### src/rtl/data_mem_arbiter_pkg.sv
// Shared definitions for the data memory arbiter.
//   arb_state_e : arbiter FSM state encoding
//   ARB_CNT_W   : width of the starvation counter
package data_mem_arbiter_pkg;

  localparam int ARB_CNT_W = 4;

  typedef enum logic [1:0] {
    ARB_IDLE = 2'd0,
    ARB_WAIT = 2'd1,
    ARB_ACK  = 2'd2
  } arb_state_e;

endpackage

### src/rtl/data_mem_arbiter_starve_counter.sv
// Saturating up-counter that measures how long a debug request has been
// blocked by pipeline traffic.
//   CLK, RST_N : clock, synchronous active-low reset
//   clr        : synchronous clear (wins over inc)
//   inc        : count one more blocked cycle, saturating at LIMIT
//   at_limit   : count has reached LIMIT
module starve_counter
  import data_mem_arbiter_pkg::*;
#(
  parameter int LIMIT = 4
) (
  input  logic CLK,
  input  logic RST_N,
  input  logic clr,
  input  logic inc,
  output logic at_limit
);

  localparam logic [ARB_CNT_W-1:0] LIMIT_C = ARB_CNT_W'(LIMIT);

  logic [ARB_CNT_W-1:0] cnt_q, cnt_d;

  always_comb begin
    cnt_d = cnt_q;
    if (clr) begin
      cnt_d = '0;
    end else if (inc && (cnt_q != LIMIT_C)) begin
      cnt_d = cnt_q + 1'b1;
    end
  end

  always_ff @(posedge CLK) begin
    if (!RST_N) begin
      cnt_q <= '0;
    end else begin
      cnt_q <= cnt_d;
    end
  end

  assign at_limit = (cnt_q == LIMIT_C);

endmodule

### src/rtl/data_mem_arbiter.sv
// Arbitrates the single data memory between the MEM pipeline stage and a
// debug/loader port. The pipeline owns the memory by default; a debug
// access uses any idle cycle, or steals one cycle (stalling the pipeline)
// once it has been blocked STARVE_LIMIT consecutive cycles.
//   CLK, RST_N                          : clock, synchronous active-low reset
//   MemReqM/MemWriteM/ALUOutM/WriteDataM : pipeline access request
//   RDM, StallM                         : read data and stall to the pipeline
//   DbgReq/DbgWE/DbgAddr/DbgWData       : debug request (held until DbgAck)
//   DbgAck, DbgRData                    : completion pulse and captured read data
//   MemA/MemWD/MemWE/MemRD              : data memory port
//
// state    | meaning
// ---------+-------------------------------------------------------------
// ARB_IDLE | no debug request outstanding
// ARB_WAIT | debug request blocked by pipeline traffic, counting
// ARB_ACK  | debug access done last cycle, DbgAck high, DbgReq ignored
module data_mem_arbiter
  import data_mem_arbiter_pkg::*;
#(
  parameter int STARVE_LIMIT = 4
) (
  input  logic        CLK,
  input  logic        RST_N,
  input  logic        MemReqM,
  input  logic        MemWriteM,
  input  logic [31:0] ALUOutM,
  input  logic [31:0] WriteDataM,
  output logic [31:0] RDM,
  output logic        StallM,
  input  logic        DbgReq,
  input  logic        DbgWE,
  input  logic [31:0] DbgAddr,
  input  logic [31:0] DbgWData,
  output logic        DbgAck,
  output logic [31:0] DbgRData,
  output logic [31:0] MemA,
  output logic [31:0] MemWD,
  output logic        MemWE,
  input  logic [31:0] MemRD
);

  arb_state_e  state_q, state_d;
  logic [31:0] dbg_rdata_q, dbg_rdata_d;
  logic        in_ack;
  logic        grant;
  logic        blocked;
  logic        at_limit;

  assign in_ack  = (state_q == ARB_ACK);
  // Reset masks the grant so nothing reaches the memory while RST_N is low.
  assign grant   = RST_N & DbgReq & !in_ack & (!MemReqM | at_limit);
  assign blocked = DbgReq & !in_ack & !grant;

  starve_counter #(
    .LIMIT (STARVE_LIMIT)
  ) u_starve (
    .CLK      (CLK),
    .RST_N    (RST_N),
    .clr      (!blocked),
    .inc      (blocked),
    .at_limit (at_limit)
  );

  always_ff @(posedge CLK) begin
    if (!RST_N) begin
      state_q     <= ARB_IDLE;
      dbg_rdata_q <= '0;
    end else begin
      state_q     <= state_d;
      dbg_rdata_q <= dbg_rdata_d;
    end
  end

  always_comb begin
    state_d     = state_q;
    dbg_rdata_d = dbg_rdata_q;
    case (state_q)
      ARB_IDLE, ARB_WAIT: begin
        if (grant) begin
          state_d     = ARB_ACK;
          // Captured on writes too; the requester only looks at it on reads.
          dbg_rdata_d = MemRD;
        end else if (DbgReq) begin
          state_d = ARB_WAIT;
        end else begin
          state_d = ARB_IDLE;
        end
      end
      ARB_ACK: state_d = ARB_IDLE;
      default: state_d = ARB_IDLE;
    endcase
  end

  always_comb begin
    // A grant while the pipeline wants memory is a steal: the pipeline holds
    // its registers and repeats the suppressed access next cycle.
    StallM = grant & MemReqM;
    DbgAck = in_ack;
    if (grant) begin
      MemA  = DbgAddr;
      MemWD = DbgWData;
      MemWE = DbgWE;
    end else begin
      MemA  = ALUOutM;
      MemWD = WriteDataM;
      MemWE = RST_N & MemWriteM & MemReqM;
    end
  end

  assign RDM      = MemRD;
  assign DbgRData = dbg_rdata_q;

endmodule
### config.mk
export PLATFORM = sky130hd
export DESIGN_NAME = data_mem_arbiter
export DESIGN_NICKNAME = d
export VERILOG_FILES = /design/src/rtl/data_mem_arbiter_pkg.sv /design/src/rtl/data_mem_arbiter_starve_counter.sv /design/src/rtl/data_mem_arbiter.sv
export SDC_FILE = /design/constraint.sdc
export NUM_CORES = 1
export LEC_CHECK = 0
export ABC_AREA = 1
export CORE_AREA = 2 2 115 117
export CTS_CLUSTER_SIZE = 14
export DETAILED_ROUTE_END_ITERATION = 8
export DIE_AREA = 0 0 117 119
export PLACE_DENSITY = 0.62
export SLEW_MARGIN = 10
export SYNTH_ARGS = -nofsm -noshare
export SYNTH_HDL_FRONTEND = slang
export SYNTH_SLANG_ARGS = --single-unit
### constraint.sdc
create_clock -name CLK -period 2.2 [get_ports CLK]
set_clock_uncertainty 0.2 [all_clocks]
set_input_delay 0.22 -clock CLK [delete_from_list [all_inputs] [get_ports CLK]]
set_output_delay 0.22 -clock CLK [all_outputs]
set_load 0.02 [all_outputs]
==> summary.md <==
| Metric | Value |
|---|---|
| Horiz. Die Dim | `117 microns` |
| Grt ovf | `0` |
| Via-to-Cell Ratio | `4.250` |
| Fmax | `473.4 MHz` |
| DRC | `0` |
| Largest net degree at the start of global routing | `36` |
| CP Launch Point | `DbgReq` |
| Fillcell total | `1,341` |
| Post-CTS Hold Fix Bufs | `0` |
| Gr usage total | `16.43%` |
| CP Max Fanout | `14` |
| Setup Viol. Count Final | `0` |
| Clock-pin slew of the registers on the worst-case setup and hold paths | `50 ps` |
| Buffers added on ports | `296` |
| Routed WL per cell | `14.49 microns` |
| Total clock sinks | `38` |
| Maximum vdd drop | `322.0 uV` |
| Final wirelength | `12.77 mm` |
| Nets | `871` |
| Unrepaired setup endpoints after global routing | `true` |
| Setup Crit Path Kind | `input port to primary output` |
| Synth unique cells | `23` |
| Clock tree from TritonCTS | `yes` |
| CTS Buf Count | `5` |
| Max-slew violations | `0` |
| Power per cell area | `441.0 nW/um^2` |
| CP Launch Type | `input port` |
| Post-Syn Instances | `429` |
| Most frequent cells in the layout | `229 x clkdlybuf4s50_1, 187 x nand2_1, 43 x buf_2` |
| Clk Latency, worst-skew pair | `280 ps` |
| Htree depth | `2` |
| Slew @ Worst Pin | `419.4 ps` |
| Beginning of the worst hold path | `DbgRData[7]$_SDFFE_PN0P_` |
| Data required, critical path | `1780 ps` |
| Mapped Avg Cell Area | `6.087 sq um` |
| FF-to-FF Start | `u_starve.cnt_q[0]$_SDFFE_PN0P_` |
| Mapped cell area | `2611 sq um` |
| Number of global-route vias before repair | `3,615` |
| Status | `finished clean` |
| Routability cong. | `0.8521` |
| Share of cells above drive strength 1 | `18.18%` |
| Top post-synthesis cells by area | `dfxtp_1 29%, nand2_1 29%, buf_4 9.5%` |
| DP Wirelength | `9.878 mm` |
| Non-filler cells, final | `881` |
| Io pins | `297` |
| Initial antenna violation count | `1` |
| Die Area | `13,920 sq um` |
| Inst Count DP | `864` |
| Starting Density | `20.28%` |
| Seq/Total Area, Yosys | `29.13%` |
| Synth area leader | `dfxtp_1` |
| Fin crit period | `2113 ps` |
| Pre-CTS WS | `-369.9 ps` |
| Core area | `12,870 sq um` |
| Drt pass-1 iters | `4` |
| Syn Nets | `597` |
| 1st-iter DRT viols | `167` |
| Final design utilization | `44.37%` |
| Longest Clk Path Bufs | `2` |
| Synth warn | `0` |
| Hold WC Path Type | `flip-flop to flip-flop` |
| Max_slew headroom | `72.04%` |
| Cell Rows | `42` |
| Yosys reg bits | `38` |
| Final worst setup slack | `87.47 ps` |
| Leakage | `2.594 nW` |
| Post-synth top area share | `29.13%` |
| Hold slack | `306.3 ps` |
| Root Buffer Master | `clkbuf_16` |
| WP data arrival | `1690 ps` |
| Commonest non-fill, non-tap cell in the layout | `clkdlybuf4s50_1` |
| P&R area growth vs syn | `118.8%` |
| CP endpoint kind | `primary output` |
| Die H | `119 microns` |
| Vias | `3,744` |
| Max cap viols | `0` |
| Hold Violations, Final | `0` |
| First-pass GRT wire length | `18.21 mm` |
| Final ANT Viol Nets | `0` |
| Final period utilization | `96.02%` |
## cell usage after synthesis, drive strengths merged
cell and instances:
nand2 201, nand4 3, xor2 1, o211ai 1, nor2 39, ha 2, o21ai 35, nand3 4
buf 48, inv 12, dfxtp 38, clkbuf 11, nor3 32, a21oi 2
## flip-flops by register name (all words and copies together) (netlist names)
| register | flops |
|---|---|
| DbgRData | 32 |
| state_q | 2 |
| u_starve.cnt_q | 4 |
## final timing paths
path / to / slack, ps / cells after the start
max: MemA[8] / 90 / 9
min: DbgRData[7]$_SDFFE_PN0P_ / 310 / 2
max reg2reg: DbgRData[16]$_SDFFE_PN0P_ / 310 / 10
min reg2reg: DbgRData[7]$_SDFFE_PN0P_ / 310 / 2
## per-stage QoR
step,area [sq um],setup TNS [ps],power [mW]
detailed placement,5559,-24530,1.823
global route,5713,-23.71,2.647
CTS,5763,-7.089,2.539
global placement,5559,-23800,1.819
floorplan,2611,0,1.200
finish,5713,0,2.519
## kinds of logic (layout without fill, tap and decap cells)
| logic type | after synthesis | after routing | synth area share (%) |
|---|---|---|---|
| xor gates and xnor gates | 1 | 1 | 0.3355 |
| AOI/OAI and AO/OA | 38 | 38 | 7.379 |
| other | 0 | 1 | 0 |
| DFF | 38 | 38 | 29.13 |
| buffers and inverters | 71 | 346 | 18.50 |
| adders and majority gates | 2 | 2 | 0.9582 |
| and+or+nand+nor | 279 | 279 | 43.70 |
## critical path, stage by stage
cell	delay (ps)
clkdlybuf4s50_1	490
nand2_1	90
nor2_4	170
nand2_8	90
inv_6	110
buf_12	140
nand2_1	60
nand2_1	50
clkdlybuf4s15_2	260
## cell type report
class | instances | area, sq um | area share (%)
inverter | 12 | 52.55 | 0.9198
clock inverter | 2 | 12.51 | 0.2190
timing repair buffer | 326 | 3090 | 54.10
tap | 176 | 220.2 | 3.855
sequential | 38 | 762.0 | 13.34
multi-input combinational | 320 | 1434 | 25.10
antenna | 1 | 2.502 | 0.04380
clock buffer | 6 | 138.9 | 2.431
## report_power, final
| part | switching [mW] | internal [mW] | total [mW] |
|---|---|---|---|
| sequential | 0.0168 | 0.723 | 0.740 |
| combinational | 0.490 | 0.558 | 1.05 |
| clock | 0.283 | 0.449 | 0.731 |
| total | 0.789 | 1.73 | 2.52 |
## per-layer routing
metal | up-vias | GRT usage (%) | share of wire, %
met2 | 189 | 29.91 | 49
li1 | 1862 | - | -
met3 | 20 | 4.529 | 10
met1 | 1673 | 18.04 | 38
met4 | 0 | 5.515 | 2.2
met5 | - | 0 | 0
## what timing repair did
| action | 4_1_cts | 5_1_grt |
|---|---|---|
| pin swaps | 2 | 8 |
| setup buffers | 4 | 2 |
| cloned | 1 | 2 |
| endpoints found under the setup margin | 65 | 64 |
| gates resized for setup | 232 | 74 |
Note: power is estimated with default switching activity, not from simulation.
